--- src/rtl/mux_mult_serial_ctrl.sv ---
`default_nettype none
// ============================================================================
// Module   : mux_mult_serial_ctrl
// Brief    : Digit-serial WIDTHxWIDTH unsigned multiplier built around a 2x2
//            mux-based multiplier cell. Optional macro: MUX_MULT_ZERO_SKIP_EN.
// Revision : 1.0 - initial release
// ============================================================================
module mux_mult_serial_ctrl #(
    parameter int WIDTH = 8
) (
    input  logic                 clk,
    input  logic                 reset,
    input  logic                 in_valid,
    output logic                 in_ready,
    input  logic [WIDTH-1:0]     a,
    input  logic [WIDTH-1:0]     b,
    output logic                 out_valid,
    input  logic                 out_ready,
    output logic [2*WIDTH-1:0]   product,
    output logic                 busy
);

    localparam int D     = WIDTH / 2;
    localparam int IDX_W = (D > 1) ? $clog2(D) : 1;
    localparam logic [IDX_W-1:0] C_LAST = IDX_W'(D - 1);

    typedef enum logic [1:0] {
        S_IDLE = 2'd0,
        S_RUN  = 2'd1,
        S_DONE = 2'd2
    } state_t;

    state_t               state_q, state_d;
    logic [WIDTH-1:0]     a_q, a_d;
    logic [WIDTH-1:0]     b_q, b_d;
    logic [2*WIDTH-1:0]   acc_q, acc_d;
    logic [IDX_W-1:0]     i_q, i_d;
    logic [IDX_W-1:0]     j_q, j_d;

    logic [1:0]           x_digit;
    logic [1:0]           y_digit;
    logic [3:0]           pp;
    logic [2*WIDTH-1:0]   pp_ext;

    // 2x2 cell: each multiplier bit gates a shifted copy of the multiplicand digit
    always_comb begin
        x_digit = a_q[2*int'(i_q) +: 2];
        y_digit = b_q[2*int'(j_q) +: 2];
        pp      = (y_digit[0] ? {2'b00, x_digit}       : 4'd0)
                + (y_digit[1] ? {1'b0, x_digit, 1'b0}  : 4'd0);
        pp_ext       = '0;
        pp_ext[3:0]  = pp;
    end

    always_ff @(posedge clk) begin
        if (reset) begin
            state_q <= S_IDLE;
            a_q     <= '0;
            b_q     <= '0;
            acc_q   <= '0;
            i_q     <= '0;
            j_q     <= '0;
        end else begin
            state_q <= state_d;
            a_q     <= a_d;
            b_q     <= b_d;
            acc_q   <= acc_d;
            i_q     <= i_d;
            j_q     <= j_d;
        end
    end

    always_comb begin
        state_d = state_q;
        a_d     = a_q;
        b_d     = b_q;
        acc_d   = acc_q;
        i_d     = i_q;
        j_d     = j_q;
        case (state_q)
            S_IDLE: begin
                if (in_valid) begin
                    a_d     = a;
                    b_d     = b;
                    acc_d   = '0;
                    i_d     = '0;
                    j_d     = '0;
                    state_d = S_RUN;
`ifdef MUX_MULT_ZERO_SKIP_EN
                    if ((a == '0) || (b == '0)) begin
                        state_d = S_DONE;
                    end
`endif
                end
            end
            S_RUN: begin
                acc_d = acc_q + (pp_ext << (2 * (int'(i_q) + int'(j_q))));
                if (j_q == C_LAST) begin
                    j_d = '0;
                    i_d = i_q + IDX_W'(1);
                    if (i_q == C_LAST) begin
                        state_d = S_DONE;
                    end
                end else begin
                    j_d = j_q + IDX_W'(1);
                end
            end
            S_DONE: begin
                if (out_ready) begin
                    state_d = S_IDLE;
                end
            end
            default: begin
                state_d = S_IDLE;
            end
        endcase
    end

    // Product is gated so a partially accumulated value never leaves the block
    assign in_ready  = (state_q == S_IDLE);
    assign busy      = (state_q == S_RUN);
    assign out_valid = (state_q == S_DONE);
    assign product   = (state_q == S_DONE) ? acc_q : '0;

endmodule
`default_nettype wire

--- config.mk ---
export PLATFORM = sky130hd
export DESIGN_NAME = mux_mult_serial_ctrl
export DESIGN_NICKNAME = d
export VERILOG_FILES = /design/src/rtl/mux_mult_serial_ctrl.sv
export SDC_FILE = /design/constraint.sdc
export NUM_CORES = 1
export LEC_CHECK = 0
export CORE_MARGIN = 3
export CORE_UTILIZATION = 54
export DETAILED_ROUTE_END_ITERATION = 6
export PLACE_DENSITY = 0.76
export REMOVE_ABC_BUFFERS = 1
export SYNTH_ARGS = -nofsm -noshare
export SYNTH_HDL_FRONTEND = slang
export SYNTH_SLANG_ARGS = --single-unit
--- constraint.sdc ---
create_clock -name clk -period 5 [get_ports clk]
set_clock_uncertainty 0.15 [all_clocks]
set_input_delay 0.75 -clock clk [delete_from_list [all_inputs] [get_ports clk]]
set_output_delay 0.75 -clock clk [all_outputs]
set_load 0.02 [all_outputs]
==> results.md, run 1 <==
- Status: finished, final reports clean
- Initial drt markers: 113
- Tot GR Track Use: 21.5%
- Pwr dens: 202 nW/um^2
- Clock buffer depth: 2
- Most instantiated cells after synthesis: nand2_1 (45), dfxtp_1 (38), a21oi_1 (31), nor2_1 (31), and2_1 (23)
- Crit end category: flip-flop
- VDD IR max: 0.000133 V
- First-pass GRT wire length: 9200 um
- Post-synth EDFFs: 0
- Final HPWL DP: 4090 um
- Ys async rst share: 0%
- DR WL/cell: 13.8 um
- Core Box Area: 4410 um^2
- Max_cap viols: 0
- Final ANT Viol Nets: 0
- Synth top area cells: dfxtp_1 (30%), ha_1 (10%), nand2_1 (6.8%)
- CTS tree: yes
- Yosys cell types: 46
- Period utilization: 82.2%
- Filler cell count: 379
- Top Ports: 39
- Nets: 380
- Area grow syn2layout: 19.4%
- Die Footprint: 5480 um^2
- Data required time of the worst path: 5050 ps
- CTS Buf Count: 5
- Post-synthesis cell area: 2500 um^2
- Initial antenna violation count: 0
- Worst Setup Path Type: flip-flop to flip-flop
- Post-synthesis sequential area ratio: 30.4%
- Critical Path AT: 4160 ps
- Peak Freq: 243 MHz
- Post-layout min period: 4110 ps
- YS warnings: 0
- Initial Util: 56.7%
- Clock Latency Late Sink: 300 ps
- Post-synthesis average cell area: 8.17 um^2
- Die height: 74.1 um
- Largest net degree at the start of global routing: 33
- WL final: 5390 um
- CTS resizes: 0
- Most common cell in the netlist: nand2_1
- Yosys top cell by area: dfxtp_1
- CTS clock-pin slew for the worst setup and hold paths: 80 ps
- Worst-margin pin slew: 932 ps
- Htree depth: 2
- Fin Setup TNS: 0 ps
- Top-area cell type share of the netlist area: 30.4%
- Vias in the first global route: 2066
- Final Hold Fails: 0
- Post-route cell area: 2990 um^2
- Layout cells sized above 1: 6.49%
- Worst setup SP type: flip-flop
- Slew margin rel.: 37.8%
- Crit-path max FO: 6
- Drt first pass iters: 4
- Root Buffer Master: clkbuf_8
- DRC: 0
- Leakage: 1.21 nW
- Final GP Congestion: 0.938
- Placed Instance Area: 2900 um^2
- Grt total ovfl: 0
- # diodes: 0
- Clock tree sinks: 38
- Synth Flop Type: dfxtp_1
- Final setup vio count: 0
- Final Max Tran Viols: 0
- Vias/cell: 5.62
- Row count: 24
- Hold crit path type: flip-flop to flip-flop
- Yosys reg bits: 38
- Postcts setup bufs: 0
- Post-CTS Hold Buffers: 0
- Mapped Cells: 306
- RSZ-0062 raised after global routing: no
- DR vias: 2199
- Die X: 74.1 um
- Port bufs: 38
per-stage QoR:
stage | instances | hold slack (ps) | utilization (%) | setup WS [ps] | power, mW
5_1_grt | 391 | 344 | 67.7 | 700 | 0.630
2_1_floorplan | 291 | 277 | - | 1190 | 0.359
4_1_cts | 391 | 314 | 67.7 | 912 | 0.608
3_3_place_gp | 383 | 295 | 65.6 | 1020 | 0.392
3_5_place_dp | 383 | 303 | 65.6 | 931 | 0.394
6_report | 391 | 311 | 67.7 | 889 | 0.603
routing by layer:
metal / up-vias / part of all wire (%) / track usage (%)
li1: 1138 / - / -
met1: 1006 / 45 / 26.3
met2: 43 / 49 / 37.5
met3: 12 / 3.8 / 4.05
met4: 0 / 2.1 / 7.85
met5: - / 0 / 0
final cells by class:
type                       instances  area, um^2  share of cell area [%]
tap                               52        65.1                    2.18
inverter                           8        30.0                    1.01
clock inverter                     3        21.3                   0.712
sequential                        38         761                    25.5
multi-input combinational        245        1650                    55.1
timing repair buffer              40         395                    13.2
clock buffer                       5        68.8                    2.30
where the power goes:
part / internal [mW] / leakage, nW / switching, mW / total (mW)
clock: 0.0980 / 0.0441 / 0.119 / 0.217
sequential: 0.312 / 0.309 / 0.00686 / 0.319
combinational: 0.0314 / 0.860 / 0.0354 / 0.0669
total: 0.441 / 1.21 / 0.161 / 0.603
flip-flops by register name, indices dropped and copies added (netlist names):
name,count
b_q,8
i_q,2
state_q,2
j_q,2
acc_q,16
a_q,8
layout by cell type (no fill, tap or decap), drive strengths merged, types with 2 or more instances in the layout:
master,synthesis,routed
buf,3,2
nor2,31,31
fa,2,2
o31ai,2,2
clkinv,0,2
a31oi,4,4
nand2b,4,4
nor3,3,3
xor2,4,4
xnor2,10,10
clkdlybuf4s50,0,38
ha,20,20
clkbuf,12,5
nand3,3,3
o21ai,9,9
a21oi,32,32
nor2b,8,8
o21bai,2,2
nand2,45,45
dfxtp,38,38
a32oi,2,2
a41oi,4,4
mux4,4,4
inv,8,8
a22oi,7,7
a22o,8,8
and2,23,23
a21o,4,4
worst max-delay path: stages (launching register included):
cell and delay (ps):
dfxtp_1 470, mux4_2 560, and2_1 180, ha_1 190
ha_1 300, nor2b_1 140, a31oi_1 340, nor2_1 80
ha_1 340, nor2b_1 150, o21a_1 190, a311o_2 460
a41oi_2 210, xnor2_1 80, a22o_1 170
final timing paths:
kind,from,to,slack (ps),cells past startpoint
max,j_q[0],acc_q[10],890,14
min,b_q[5],b_q[5],310,2
max reg2reg,j_q[0],acc_q[10],890,14
min reg2reg,b_q[5],b_q[5],310,2
logic make-up after synthesis:
family                   count (synthesis)  share of synthesized area [%]
multiplexers                             5                           4.00
adder cells (fa/ha/maj)                 22                           11.6
flip-flops                              38                           30.4
buffers and inverters                   23                           3.80
XOR/XNOR                                14                           4.90
AO/OA/AOI/OAI                           82                           22.3
AND/OR/NAND/NOR                        122                           23.0
(Power assumes the default switching activity.)
==> run 2, diff against run 1 <==
clock period = 4.1 ns   (was 5 ns; I/O delays follow)
==> results.md, run 2 (synthesis gave the netlist of run 1 again) <==
- Hold path startpoint: a_q[6]
- Die Footprint: 5480 um^2
- Peak Freq: 257 MHz
- Placed Instance Area: 2900 um^2
- CTS tree: yes
- VDD IR max: 0.000155 V
- Critical Path AT: 3930 ps
- Post-layout min period: 3890 ps
- Busiest grt layer: met2
- Crit end category: flip-flop
- Core Box Area: 4410 um^2
- Die X: 74.1 um
- Final ANT Viol Nets: 0
- # diodes: 0
- Worst setup SP type: flip-flop
- Final Max Tran Viols: 0
- Row count: 24
- DR vias: 2192
- Worst Setup Path Type: flip-flop to flip-flop
- Final GP Congestion: 0.867
- Largest register FFs: 16
- First-pass GRT wire length: 8730 um
- Nets: 381
- Slew margin rel.: 36.9%
- Clock tree sinks: 38
- Tot GR Track Use: 20.2%
- Root Buffer Master: clkbuf_8
- Final Hold Fails: 0
- DRC: 0
- Clock buffer depth: 2
- Hold crit path type: flip-flop to flip-flop
- Grt total ovfl: 0
- CTS Buf Count: 5
- Port bufs: 38
- Status: finished, final reports clean
- Data required time of the worst path: 4140 ps
- Max_cap viols: 0
- Layout cells sized above 1: 7.35%
- Largest registers: acc_q x16, a_q x8, b_q x8
- Reg2reg path depth: 14
- Htree depth: 2
- Hold_ws: 307 ps
- Worst-margin pin slew: 945 ps
- RSZ-0062 raised after global routing: no
- Period utilization: 94.8%
- RR Endpoint: acc_q[10]
- Post-route cell area: 3000 um^2
- Largest net degree at the start of global routing: 33
- Area grow syn2layout: 20.0%
- Fin Setup TNS: 0 ps
- Leading cell type in the layout, fill and taps excluded: nand2_1
- Biggest register: acc_q
- Leakage: 1.22 nW
- Worst setup path startpoint: j_q[0]
- Initial Util: 56.7%
- Die height: 74.1 um
- Vias/cell: 5.59
- WL final: 5200 um
- R2r setup slk: 210 ps
- R2r startpoint: j_q[0]
- Clock Latency Late Sink: 290 ps
- Drt first pass iters: 4
- Pwr dens: 244 nW/um^2
- Vias in the first global route: 1956
- Initial drt markers: 154
- GR Util met3: 4.05%
- Final HPWL DP: 3970 um
- Met2 usage: 35.1%
- Most frequent cells in the layout: nand2_1 (45), clkdlybuf4s50_1 (38), dfxtp_1 (36)
- Final setup vio count: 0
- DR WL/cell: 13.3 um
- Top Ports: 39
- CTS clock-pin slew for the worst setup and hold paths: 80 ps
- Initial antenna violation count: 0
- Worst setup path end: acc_q[10]
- Crit-path max FO: 6
- Met1 Usage GRT: 25.2%
-- run 2: timing repair --
item / CTS / global route
endpoints found under the setup margin: 0 / 7
endpoints found under the hold margin: 0 / 0
resized for setup: 0 / 4
setup buffers: 0 / 0
hold buffers: 0 / 0
-- run 2: per-layer routing --
metal	routed length, um	vias to the layer above
met5	0	-
met4	57	0
met3	201	5
met2	2580	43
met1	2360	1004
li1	-	1140
-- run 2: final cells by class --
cell class / count / area, um^2
inverters: 8 / 30.0
repair buffers: 41 / 403
multi-input cells: 245 / 1650
fillers: 402 / 1410
flip-flops and latches: 38 / 768
clock buffers: 5 / 68.8
clock inverters: 3 / 21.3
well taps: 52 / 65.1
-- run 2: through the flow --
step                instances  utilization (%)  worst slack, ps  power, mW
floorplan                 291                -              291      0.438
global placement          384             65.8              223      0.478
detailed placement        384             65.8              153      0.479
CTS                       392             67.8             99.1      0.739
global route              392             68.0             28.5      0.764
finish                    392             68.0              213      0.731
-- run 2: power by group --
group / internal (mW) / total (mW) / switching (mW)
Combinational: 0.0387 / 0.0818 / 0.0431
Clock: 0.120 / 0.262 / 0.142
Sequential: 0.380 / 0.387 / 0.00770
Total: 0.538 / 0.731 / 0.193
-- run 2: how the worst min path moves through the flow --
stage              to  slack [ps]  depth (start not counted)
3_3_place_gp   a_q[1]         290                          2
4_1_cts        a_q[0]         310                          2
6_report       a_q[6]         310                          2
5_1_grt        b_q[1]         330                          2
2_1_floorplan  a_q[4]         280                          2
3_5_place_dp   a_q[0]         300                          2
-- run 2: worst max-delay path, stage by stage (launching register included) --
cell     delay, ps
dfxtp_4        390
mux4_2         520
and2_1         180
ha_1           200
ha_1           300
nor2b_1        140
a31oi_1        220
nor2_1          80
ha_1           340
nor2b_1        150
o21a_1         190
a311o_2        460
a41oi_2        220
xnor2_1         80
a22o_1         170
==> RTL edit 1 (settings of run 1) <==
Set the parameter `WIDTH` to 16 (it was 8).
--- a/src/rtl/mux_mult_serial_ctrl.sv
+++ b/src/rtl/mux_mult_serial_ctrl.sv
@@ -6,7 +6,7 @@
 // Revision : 1.0 - initial release
 // ============================================================================
 module mux_mult_serial_ctrl #(
-    parameter int WIDTH = 8
+    parameter int WIDTH = 16
 ) (
     input  logic                 clk,
     input  logic                 reset,
Interface: changed (resized a, b and product); port bits go from 39 to 71. No check against the original RTL was run, so the function may have changed too.
==> RTL edit 1 against run 1 <==
The run now ends with DRC left. First-iteration DRC count rose to 3.3 times the old value. Area after synthesis up 100%. Setup slack worse by 0.58 ns. Sequential cell count up 34. Power up 120%. Sequential share of layout area down 1.6 points. Wire length rose to 2.5 times the old value. Combinational power up 87%. Final area up 100%. Count of clock-buffer cells in the layout up 4.
==> RTL edit 1: results (changes against run 1) <==
| Metric | Value |
|---|---|
| Status | `finished, violations left` |
| Failing checks | `DRC` |
| Non-clk buf share | `12.2% (-1.0 points)` |
| Hold Crit Start | `b_q[12]$_SDFFE_PP0P_` |
| Wire length per cell | `16.5 µm (+20%)` |
| Vias in the first global route | `4671 (+130%)` |
| Clock Latency Late Sink | `0.34 ns (+0.04 ns)` |
| Multi-input logic area | `3450 µm² (+110%)` |
| R2r worst-path depth | `17 (+3)` |
| Post-synthesis mux area share | `5.38% (+1.4 points)` |
| First-pass GRT wire length | `22600 µm (+150%)` |
| Worst R2R Setup Slack | `0.31 ns (-0.58 ns)` |
| Max rail drop VDD | `0.171 mV (+28%)` |
| Seq cells | `72 (+89%)` |
| CP Launch Point | `i_q[0]$_SDFFE_PP0P_` |
| Drc violations | `4 (+4)` |
| Critical path fanouts, max | `8 (+2)` |
| Buffers, non-clock | `76 (+90%)` |
| Num CTS Buffers | `9 (+4)` |
| Yosys cell types | `50 (+8.7%)` |
| ClkCell Share | `3.94% (+0.93 points)` |
| Top cells by area, synth | `dfxtp_1, ha_1, nand2_1` |
| Fillers | `776 (+100%)` |
| Inverter count | `12 (+4)` |
| Total of clock buffers placed in the layout | `9 (+4)` |
| Post-Synth Adder-Cell Area | `11.0% (-0.64 points)` |
| Xor-xnor portion of the synthesized cell area | `3.99% (-0.91 points)` |
| Port bufs | `70 (+84%)` |
| DR vias/cell | `5.93 (+5.5%)` |
| Worst R2R End | `acc_q[31]$_SDFFE_PP0P_` |
| Largest net degree at the start of global routing | `58 (+76%)` |
| Worst R2R Start | `i_q[0]$_SDFFE_PP0P_` |
## RTL edit 1: changes by cell type after synthesis, sizes merged, moves of 16 or more
cell           run 1  this run
dfxtp             38        72
a21oi             32        77
ha                20        41
o21ai              9        25
nand3              3        21
nor2              31        65
clkbuf            12        28
nand2             45       122
## RTL edit 1: kinds of logic after synthesis
logic type,count (synthesis)
AO/OA/AOI/OAI,177
XOR/XNOR,23
adder cells (fa/ha/maj),43
buffers and inverters,45
flip-flops,72
multiplexers,17
AND/OR/NAND/NOR,288
## RTL edit 1: per-layer routing
layer / GRT usage [%] / routed length [µm] / vias to the layer above
met2: 44.6 / 6530 / 148
met4: 6.26 / 164 / 0
li1: - / - / 2445
met3: 5.01 / 731 / 18
met5: 0 / 0 / -
met1: 35.8 / 6280 / 2320
## RTL edit 1: report_power, final
part / internal, mW / switching [mW] / leakage, nW / total, mW
combinational: 0.0553 / 0.0701 / 1.82 / 0.125
clock: 0.333 / 0.244 / 0.116 / 0.577
sequential: 0.590 / 0.0120 / 0.587 / 0.602
total: 0.978 / 0.326 / 2.53 / 1.30
## RTL edit 1: worst max-delay path, stage by stage, from the launching register on
cell and delay (ns):
dfxtp_4 0.42, mux4_2 0.52, mux2i_1 0.20, nor2_1 0.08, ha_1 0.20, ha_1 0.33, mux2_2 0.29, nand2_1 0.17
nor2_1 0.08, ha_1 0.36, a211oi_2 0.22, o211ai_1 0.14, a221o_1 0.41, a21o_1 0.20, o21a_1 0.17, or3_4 0.39
and2_4 0.17, o211ai_2 0.13
## RTL edit 1: metrics by stage
stage	instances	hold WS [ns]	area, µm²	worst slack [ns]
after floorplan	632	0.277	4920	0.578
after global placement	816	0.294	5800	0.251
final	831	0.308	6060	0.307
after global routing	831	0.336	6060	0.0356
after CTS	831	0.309	6040	0.136
after detailed placement	816	0.296	5800	0.174
==> RTL edit 2 (settings of run 1) <==
Made on the original files. `a_q` and `b_q` no longer have a reset.
--- a/src/rtl/mux_mult_serial_ctrl.sv
+++ b/src/rtl/mux_mult_serial_ctrl.sv
@@ -55,19 +55,20 @@
     always_ff @(posedge clk) begin
         if (reset) begin
             state_q <= S_IDLE;
-            a_q     <= '0;
-            b_q     <= '0;
             acc_q   <= '0;
             i_q     <= '0;
             j_q     <= '0;
         end else begin
             state_q <= state_d;
-            a_q     <= a_d;
-            b_q     <= b_d;
             acc_q   <= acc_d;
             i_q     <= i_d;
             j_q     <= j_d;
         end
+    end
+
+    always_ff @(posedge clk) begin
+        a_q <= a_d;
+        b_q <= b_d;
     end
 
     always_comb begin
Check against the original RTL: same outputs for any inputs over 10 cycles, from zero or initial values and one cycle with reset high; that may be too few to reach the edited logic, so the function may still have changed.
==> RTL edit 2 against run 1 <==
Final area is 3.2% higher. Sequential cell count stayed put. Largest power group unchanged. Setup slack worse by 0.062 ns. Area after synthesis is 2.5% higher. Die area is 2.3% higher. Power is 15% higher. Wire length is 9.0% higher. Synthesized cell count is 8.8% lower.
==> RTL edit 2: results (changes against run 1) <==
| Metric | Value |
|---|---|
| Status | `finished clean` |
| Sequential area share after synthesis | `35.9% (+5.5 points)` |
| Initial antenna violation count | `0 (unchanged)` |
| Final wirelength | `5880 µm (+9.0%)` |
| Commonest cells post-synth | `nor2_1, dfxtp_1, nand2_1` |
| Actual slew at the worst max-slew pin | `1.05 ns (+0.116 ns)` |
| Worst path arrival time | `4.21 ns (+0.05 ns)` |
| Total Nets Final | `358 (-5.8%)` |
| Final WS setup | `0.827 ns (-0.0619 ns)` |
| Post-synth EDFFs | `16 (+16)` |
| Top cells by area, synth | `edfxtp_1, dfxtp_1, ha_1` |
| Critical path's top delay family | `compound AO/OA/AOI/OAI gates` |
| First-pass GRT wire length | `9740 µm (+5.9%)` |
| Port bufs | `38 (unchanged)` |
| Post-synthesis mux area share | `4.29% (+0.29 points)` |
| Clock transition at path regs | `0.08 ns (about the same)` |
| Root buffer cell | `clkbuf_8` |
| Fin. max-slew vios | `0 (unchanged)` |
| Worst slack at placement | `0.863 ns (-0.0673 ns)` |
| CP max stage delay | `0.57 ns` |
| Leakage | `1.25 nW (+3.1%)` |
| Num CTS Buffers | `5 (unchanged)` |
| DP Wirelength | `4590 µm (+12%)` |
| Ys Warns | `0 (unchanged)` |
| Biggest regs | `acc_q x16, a_q x8, b_q x8` |
| Max rail drop VDD | `0.158 mV (+19%)` |
| Xor-xnor portion of the synthesized cell area | `1.02% (-3.9 points)` |
| Top_reg_cell synth | `dfxtp_1` |
| Hold Path Class | `flop to flop` |
| Overall routing resource usage | `22.7% (+1.2 points)` |
| Fillers | `363 (-4.2%)` |
| Post-Synth Adder-Cell Area | `11.3% (-0.28 points)` |
| Post-CTS Resized | `0 (unchanged)` |
| Postcts setup bufs | `0 (unchanged)` |
| Routability Congestion | `1.00 (+6.8%)` |
| Synth Area in Compound Gates | `22.2% (-0.055 points)` |
| H-tree levels | `2 (unchanged)` |
| Antenna diodes | `0 (unchanged)` |
| Largest buffer count on any clock path | `2 (unchanged)` |
| Async SR Flop Fraction | `0% (unchanged)` |
| Yosys cell types | `54 (+17%)` |
| Critical path fanouts, max | `6 (unchanged)` |
| Vias in the first global route | `2110 (+2.1%)` |
| Worst R2R Setup Slack | `0.83 ns (-0.06 ns)` |
| Clock Latency Late Sink | `0.29 ns` |
| Post-DP Area | `2970 µm² (+2.6%)` |
| Layout cells sized above 1 | `6.62% (+0.13 points)` |
| First-pass iteration count of the detailed router | `4 (unchanged)` |
| Slowest CP cell | `mux4_2` |
| Via Count | `2210 (+0.50%)` |
| Antenna Nets Post-Route | `0 (unchanged)` |
| Number of DRC markers in iteration 0 | `151 (+34%)` |
| Largest net degree at the start of global routing | `19 (-42%)` |
[RTL edit 2: worst paths after layout]
kind	cells past startpoint	end	from
hold / removal	2	acc_q[13]$_SDFFE_PP0P_	acc_q[13]$_SDFFE_PP0P_
hold reg to reg	2	acc_q[13]$_SDFFE_PP0P_	acc_q[13]$_SDFFE_PP0P_
setup / recovery	13	acc_q[15]$_SDFFE_PP0P_	i_q[0]$_SDFFE_PP0P_
setup reg to reg	13	acc_q[15]$_SDFFE_PP0P_	i_q[0]$_SDFFE_PP0P_
[RTL edit 2: final cells by class]
cell class	instances	area [µm²]	area share [%]
Clock buffer	6	72.6	2.35
Clock inverter	2	37.5	1.22
Inverter	15	56.3	1.83
Multi-Input combinational cell	217	1540	50.0
Sequential cell	38	921	29.9
Tap cell	52	65.1	2.11
Timing Repair Buffer	39	388	12.6
[RTL edit 2: report_power, final]
group	switching (mW)	internal, mW	total, mW
registers	0.00612	0.336	0.342
clock network	0.117	0.149	0.266
logic	0.0475	0.0396	0.0871
[RTL edit 2: logic make-up after synthesis]
logic type      count (synthesis)
compound gates                 79
flops                          38
xor+xnor                        3
mux                             6
simple gates                  107
buf+inv                        24
fa+ha+maj                      22
[RTL edit 2: worst min-delay path, stage by stage (launching register included)]
cell and delay (ns):
dfxtp_1 0.33, nand2_1 0.06, nand3_1 0.05
[RTL edit 2: per-layer routing]
layer  share of wire [%]  up-vias  wire length (µm)  track usage (%)
met5                   0        -                 0                0
met4                 2.4        0               140             8.10
li1                    -     1100                 -                -
met2                  48       59              2850             38.7
met3                 4.8       13               280             3.47
met1                  44     1038              2620             29.1
[RTL edit 2: stage by stage]
stage	utilization, %	hold WS, ns	power, mW	cells
2_1_floorplan	-	0.289	0.399	270
3_3_place_gp	66.4	0.319	0.433	361
3_5_place_dp	66.4	0.326	0.437	361
4_1_cts	68.9	0.336	0.697	369
5_1_grt	68.9	0.367	0.723	369
6_report	68.9	0.333	0.695	369
